==> src/rtl/fifo_ctrl.sv <==
// fifo_ctrl: pointer and status controller for a 2^DEPTH-entry FIFO.
// Converts read/write requests into a RAM write enable, write/read
// addresses and registered full/empty/occupancy/error status.
//
// Request/accept semantics: write and read are requests that may be held
// or dropped at any time. wr_en and rd_ok are the same-cycle acceptances,
// derived combinationally from the registered state. A request is
// consumed only on a rising edge where its acceptance is 1. A rejected
// request changes no state except the one-cycle ovf/unf pulse.
module fifo_ctrl #(
  parameter int DEPTH = 4
) (
  input  logic             clk,
  input  logic             reset,
  input  logic             read,
  input  logic             write,
  output logic             wr_en,
  output logic             rd_ok,
  output logic [DEPTH-1:0] writeAddr,
  output logic [DEPTH-1:0] readAddr,
  output logic             empty,
  output logic             full,
  output logic [DEPTH:0]   count,
  output logic             ovf,
  output logic             unf
);

  localparam logic [DEPTH:0] CAP = {1'b1, {DEPTH{1'b0}}};

  logic [DEPTH:0] count_next;

  // Acceptance: a write is allowed into a full FIFO only when a pop frees
  // the slot in the same edge; a read needs at least one valid entry.
  always_comb begin
    wr_en = write & (~full | read);
    rd_ok = read & ~empty;
  end

  // Next occupancy: simultaneous push and pop leave the count unchanged.
  always_comb begin
    count_next = count;
    if (wr_en && !rd_ok) begin
      count_next = count + 1'b1;
    end else if (!wr_en && rd_ok) begin
      count_next = count - 1'b1;
    end
  end

  // Pointer, occupancy, status and error-pulse registers.
  always_ff @(posedge clk or negedge reset) begin
    if (!reset) begin
      writeAddr <= '0;
      readAddr  <= '0;
      count     <= '0;
      empty     <= 1'b1;
      full      <= 1'b0;
      ovf       <= 1'b0;
      unf       <= 1'b0;
    end else begin
      if (wr_en) begin
        writeAddr <= writeAddr + 1'b1;
      end
      if (rd_ok) begin
        readAddr <= readAddr + 1'b1;
      end
      count <= count_next;
      empty <= (count_next == '0);
      full  <= (count_next == CAP);
      ovf   <= write & ~wr_en;
      unf   <= read & ~rd_ok;
    end
  end

endmodule

==> config.mk <==
export PLATFORM = sky130hd
export DESIGN_NAME = fifo_ctrl
export DESIGN_NICKNAME = d
export VERILOG_FILES = /design/src/rtl/fifo_ctrl.sv
export SDC_FILE = /design/constraint.sdc
export NUM_CORES = 1
export LEC_CHECK = 0
export CAP_MARGIN = 20
export CORE_ASPECT_RATIO = 1.25
export CORE_MARGIN = 2
export CORE_UTILIZATION = 47
export CTS_CLUSTER_DIAMETER = 60
export DETAILED_ROUTE_END_ITERATION = 10
export HOLD_SLACK_MARGIN = 0.02
export PLACE_DENSITY = 0.77
export SLEW_MARGIN = 20
export SYNTH_ARGS = -nofsm -noshare
export SYNTH_HDL_FRONTEND = slang
export SYNTH_SLANG_ARGS = --single-unit
==> constraint.sdc <==
create_clock -name clk -period 2.05 [get_ports clk]
set_input_delay 0.205 -clock clk [delete_from_list [all_inputs] [get_ports clk]]
set_output_delay 0.205 -clock clk [all_outputs]
set_load 0.005 [all_outputs]
==> results of run 1 <==
## metal layers
| layer | vias to the layer above | part of all wire (%) |
|---|---|---|
| met1 | 326 | 41 |
| met4 | 0 | 0.67 |
| li1 | 316 | - |
| met2 | 19 | 54 |
| met3 | 2 | 4.6 |
| met5 | - | 0 |
## power by group
part	switching, uW	internal (uW)
Combinational	319	480
Sequential	197	486
Clock	106	72.5
Total	622	1040
## state kept, by name (all words and copies together) (netlist names)
register,flops
empty,1
full,1
count,5
writeAddr,4
readAddr,4
unf,1
ovf,1
## worst max-delay path, delay by kind of cell
family                 cells  cell delay, ns
AOI/OAI and AO/OA          1            0.29
buffers and inverters      2            1.17
## layout by cell type (no fill, tap or decap)
master            n
a21boi_1          1
a21o_1            1
a21oi_1           1
a32oi_1           1
and2_4            1
and3_1            1
buf_4             3
clkbuf_4          3
clkdlybuf4s50_1  22
clkinv_2          1
dfrtp_1          16
dfstp_2           1
ha_1              4
inv_1             6
mux2_2            2
mux2i_1           1
nand2_1           4
nand2_4           1
nand3_4           1
nand4_1           5
nor2_1            3
nor2_4            1
nor2b_1           3
nor2b_4           1
nor3b_1           1
nor4_1            1
nor4b_2           1
o211ai_1          1
o21ai_0           1
o22ai_4           1
o31ai_1           1
o32ai_2           1
xnor2_1           7
xor2_1            2
xor2_2            2
## cell type report
type,instances,area share (%)
multi-input cells,51,37.83
flip-flops and latches,17,35.63
repair buffers,25,20.27
well taps,20,2.090
clock buffers,3,1.881
inverters,6,1.881
clock inverters,1,0.4180
## logic make-up (layout without fill, tap and decap cells)
group / after synthesis / after routing
adder cells (fa/ha/maj): 4 / 4
XOR/XNOR: 11 / 11
multiplexers: 3 / 3
flip-flops: 17 / 17
AO/OA/AOI/OAI: 9 / 9
buffers and inverters: 9 / 35
AND/OR/NAND/NOR: 24 / 24
## worst min path at each step
stage | from | slack (ns) | to
6_report | reset | 0.35 | readAddr[2]
5_1_grt | reset | 0.41 | readAddr[3]
4_1_cts | reset | 0.38 | count[3]
3_5_place_dp | readAddr[3] | 0.47 | readAddr[3]
3_3_place_gp | readAddr[3] | 0.46 | readAddr[3]
2_1_floorplan | reset | -0.09 | count[0]
## stage by stage
step	power, uW	setup WS, ns
after CTS	1680	0.1672
final	1660	0.1783
after global routing	1789	0.1174
after detailed placement	1491	0.03200
after floorplan	1083	0.5168
after global placement	1461	0.1088
==> qor.txt, run 1 <==
Synth Flop Type: dfrtp_1
CTS tree: built
Final Hold Fails: 0
Static Leak: 0.0005121 uW
Period utilization: 91.30%
Num ports: 23
Xor and xnor area share after synthesis: 11.95%
Critical Path Source Type: primary input
Worst VDD drop: 0.9122 mV
Setup CP Type: in2out
Worst r2r src: count[1]
Area of the multi-input gates: 452.9 um2
GR met2 Demand/Resource: 30.15%
Root buf cell: clkbuf_4
Die width: 43.83 um
M3 GR Usage: 3.020%
Final core utilization: 62.55%
Top post-synthesis cells by area: dfrtp_1 43%, xnor2_1 6.6%, ha_1 5.4%, xor2_2 3.5%, nand4_1 3.4%
Area leader, netlist: dfrtp_1
Count leader, synth: dfrtp_1
Via Count: 663
Yosys warns: 0
Post-synth EDFFs: 0
Crit-path cells: clkdlybuf4s50_1, a21boi_1, clkdlybuf4s50_1
Most used cell, CP: clkdlybuf4s50_1
Setup Buffers After CTS: 0
Post-synthesis sequential area ratio: 45.77%
R2R Setup Slk: 0.30 ns
Worst Setup End Kind: output port
Rows: 18
Fmax: 534.3 MHz
Share of the synthesized area in the top cell type: 42.95%
Die height: 53.79 um
Netlist Area Pre-Place: 932.1 um2
DR DRC count: 0
First-pass GRT wire length: 2.987 mm
Post-route insts no fill: 123
Fillers: 157
Final setup fails: 0
Max Slew Vio Count: 0
Largest family of logic cells by synthesized area: simple AND/OR/NAND/NOR gates
Area growth, synth to finish: 28.46%
Reg2reg end: empty
Synthesized Nets: 85
IO buf count: 22
# clock sinks: 17
DP HPWL: 1.363 mm
Synthesized flop and latch total: 17
Slowest CP cell: clkdlybuf4s50_1
Max Buffers Root-to-Sink: 2
Placer Congestion: 0.7804
Worst-Skew Late Latency: 0.29 ns
Skew final: 0.002809 ns
# H-tree levels: 1
Placed Area: 1170 um2
Antenna Cells: 0
Synth Area in Simple Gates: 18.66%
CORE AREA: 1914 um2
Initial antenna violation count: 0
DR WL/cell: 14.66 um
Drt first-iter violations: 18
Nets: 112
Status: completed
Netlist cell types: 33
Inst Count DP: 119
CP required: 1.85 ns
Layout cells sized above 1: 19.42%
Hold crit path type: in2async
Max FO, Critical Path: 8
MaxCap Viol Count: 0
Final instance area: 1197 um2
Die ar.: 2358 um2
CTS Buf Count: 3
Slew headroom: 49.57%
GRT Total Usage: 17.55%
Critical Path AT: 1.67 ns
Pwr/cell area: 1387 nW/um2
Mux cell area share after synthesis: 3.490%
Setup_tns: 0 ns
Routed Wire Length: 1.803 mm
Grt ovf: 0
Drt first pass iters: 4
Worst r2r path cells: 7
Routed Antenna Nets: 0
Worst-margin pin slew: 0.7541 ns
Worst-path clk slew: 0.10 ns
Syn Area/Cell: 12.11 um2
Final min period: 1.872 ns
CTS resizes: 0
Via-per-instance ratio: 5.390
Synth Area in Adders: 5.369%
Hold-fix buffers at CTS: 0
Hold WS: 0.3523 ns
Critical path launch point: write
Vias in the first global route: 632
Largest net degree at the start of global routing: 18
Mapped Cells: 77
Most Used Layer, Global Route: met2
RSZ-0062 raised after global routing: false
Worst setup path end: wr_en
Initial Utilization: 48.69%
Synth top cells by count: 16 x dfrtp_1, 7 x xnor2_1, 6 x inv_1
FF+latch area: 426.7 um2
Met1 usage: 20.90%
Synth Area in Compound Gates: 9.128%
Fraction of registers with async set or reset after synthesis: 100.0%
Max stage delay on crit path: 0.62 ns
(Power assumes the default switching activity.)
==> inputs of run 2 (changes only) <==
Settings changed: HOLD_SLACK_MARGIN 0.02 to default.
==> results of run 2 <==
The final DEF is identical to that of run 1; final timing and power are the same.
==> inputs of run 3 (changes only) <==
Settings changed: CORE_ASPECT_RATIO 1.25 to 1.5.
==> run 3 against run 2 <==
Net effect: combinational power rose by 0.5%; worst setup slack improved by 0.018 ns; die area rose by 0.21%; sequential power barely moved; total power rose by 0.14%; largest power group unchanged; first-iteration DRC count fell by 33%; sequential share of layout area fell by 0.26 points.
==> qor.txt, run 3 (synthesized netlist as in run 1, its figures left out) <==
Status: completed
Setup Buffers After CTS: 0 (unchanged)
Setup_tns: 0 ns (unchanged)
RSZ-0062 raised after global routing: false
Nets: 113 (+0.89%)
Grt ovf: 0 (unchanged)
Largest registers: count x5, readAddr x4, writeAddr x4
IO buf count: 22 (unchanged)
Clock share of power: 10.5% (-0.2 points)
Static Leak: 0.0005172 uW (+1.0%)
Combinational share of power: 48.3% (+0.2 points)
Routed Antenna Nets: 0 (unchanged)
Worst r2r path cells: 7 (unchanged)
Num ports: 23 (unchanged)
P_int: 1045 uW (+0.63%)
Fillers: 162 (+3.2%)
Setup CP Type: in2out
Sequential power share: 41.2% (about the same)
Fmax: 539.4 MHz (+0.96%)
Hold crit path type: in2async
First-pass GRT wire length: 2.773 mm (-7.2%)
Max Buffers Root-to-Sink: 2 (unchanged)
DP HPWL: 1.332 mm (-2.3%)
Pwr/cell area: 1378 nW/um2 (-0.59%)
Worst Setup End Kind: output port
Layout cells sized above 1: 20.19% (+0.77 points)
R2R Setup Slk: 0.30 ns (about the same)
Most frequent cells in the layout: 22 x clkdlybuf4s50_1, 16 x dfrtp_1, 7 x xnor2_1, 6 x inv_1, 5 x nand4_1
Worst-margin pin slew: 0.7388 ns (-0.01536 ns)
Drt first pass iters: 4 (unchanged)
Skew final: 0.004784 ns (+0.001975 ns)
Worst VDD drop: 0.8577 mV (-6.0%)
Via-per-instance ratio: 5.408 (+0.33%)
Slew headroom: 50.59% (+1.0 points)
CP required: 1.85 ns (about the same)
Routed Wire Length: 1.798 mm (-0.28%)
Worst r2r src: count[1]
Worst setup margin: 0.1960 ns (+0.01774 ns)
CTS resizes: 0 (unchanged)
Final Hold Fails: 0 (unchanged)
Max Slew Vio Count: 0 (unchanged)
Vias in the first global route: 639 (+1.1%)
Die width: 40.36 um (-7.9%)
CORE AREA: 1854 um2 (-3.1%)
CTS Buf Count: 3 (unchanged)
Via Count: 676 (+2.0%)
Commonest non-fill, non-tap cell in the layout: clkdlybuf4s50_1
Worst-path clk slew: 0.10 ns (about the same)
Max FO, Critical Path: 9 (+1)
Reg2reg end: empty
Critical Path Source Type: primary input
Antenna Cells: 0 (unchanged)
Final setup fails: 0 (unchanged)
Die height: 58.54 um (+8.8%)
Initial antenna violation count: 0 (unchanged)
Area growth, synth to finish: 29.40%
Hold-fix buffers at CTS: 0 (unchanged)
Largest net degree at the start of global routing: 18 (unchanged)
Placer Congestion: 0.7835 (+0.40%)
Rows: 19 (+1)
Critical Path AT: 1.65 ns (-0.02 ns)
Worst setup path end: wr_en
Critical path launch point: write
Initial Utilization: 50.27% (+1.6 points)
Switching Share: 37.16% (-0.30 points)
MaxCap Viol Count: 0 (unchanged)
Worst-Skew Late Latency: 0.29 ns (about the same)
Drt first-iter violations: 12 (-6)
Die ar.: 2363 um2 (+0.21%)
Largest register FFs: 5 (unchanged)
Root buf cell: clkbuf_4
NetSw: 617.7 uW (-0.67%)
Final core utilization: 65.05% (+2.5 points)
DR WL/cell: 14.38 um (-1.9%)
CTS tree: built
# clock sinks: 17 (unchanged)
Register bank with the most flops: count
Period utilization: 90.44% (-0.87 points)
Post-placement setup slack: 0.1060 ns (+0.07399 ns)
DR DRC count: 0 (unchanged)
GRT Total Usage: 17.57% (+0.022 points)
# H-tree levels: 1 (unchanged)
Final min period: 1.854 ns (-0.01774 ns)
-- run 3: critical path, stage by stage --
cell	delay (ns)
clkdlybuf4s50_1	0.63
a21boi_1	0.27
clkdlybuf4s50_1	0.54
-- run 3: power by group through the flow --
| stage | sequential [uW] | clock [uW] | combinational, uW |
|---|---|---|---|
| 2_1_floorplan | 667 | 0 | 417 |
| 3_3_place_gp | 681 | 0 | 787 |
| 3_5_place_dp | 687 | 0 | 809 |
| 4_1_cts | 683 | 185 | 816 |
| 5_1_grt | 703 | 200 | 891 |
| 6_report | 686 | 174 | 803 |
-- run 3: stage by stage --
stage          power [uW]  hold slack, ns  instances  instance area (um2)
5_1_grt              1794          0.4063        125                 1206
2_1_floorplan        1083        -0.09059         77                932.1
3_5_place_dp         1497          0.4656        121                 1179
4_1_cts              1684          0.3639        125                 1206
6_report             1663          0.3458        125                 1206
3_3_place_gp         1468          0.4604        121                 1179
-- run 3: how the worst min path moves through the flow --
| stage | startpoint | to |
|---|---|---|
| after detailed placement | readAddr[3] | readAddr[3] |
| after global routing | reset | readAddr[1] |
| final | reset | readAddr[3] |
| after global placement | writeAddr[3] | writeAddr[3] |
| after CTS | reset | readAddr[3] |
| after floorplan | reset | count[0] |
-- run 3: cell type report --
type,instances,area (um2),share of cell area [%]
Clock inverter,1,5.005,0.4149
Multi-Input combinational cell,51,452.9,37.55
Inverter,6,22.52,1.867
Tap cell,21,26.28,2.178
Sequential cell,17,426.7,35.37
Clock buffer,3,22.52,1.867
Timing Repair Buffer,26,250.2,20.75
-- run 3: routing by layer --
| layer | track usage [%] | up-vias | part of all wire (%) |
|---|---|---|---|
| li1 | - | 314 | - |
| met1 | 19.61 | 332 | 40 |
| met2 | 28.34 | 24 | 53 |
| met3 | 2.264 | 6 | 3.5 |
| met4 | 13.33 | 0 | 3.8 |
| met5 | 0 | - | 0 |
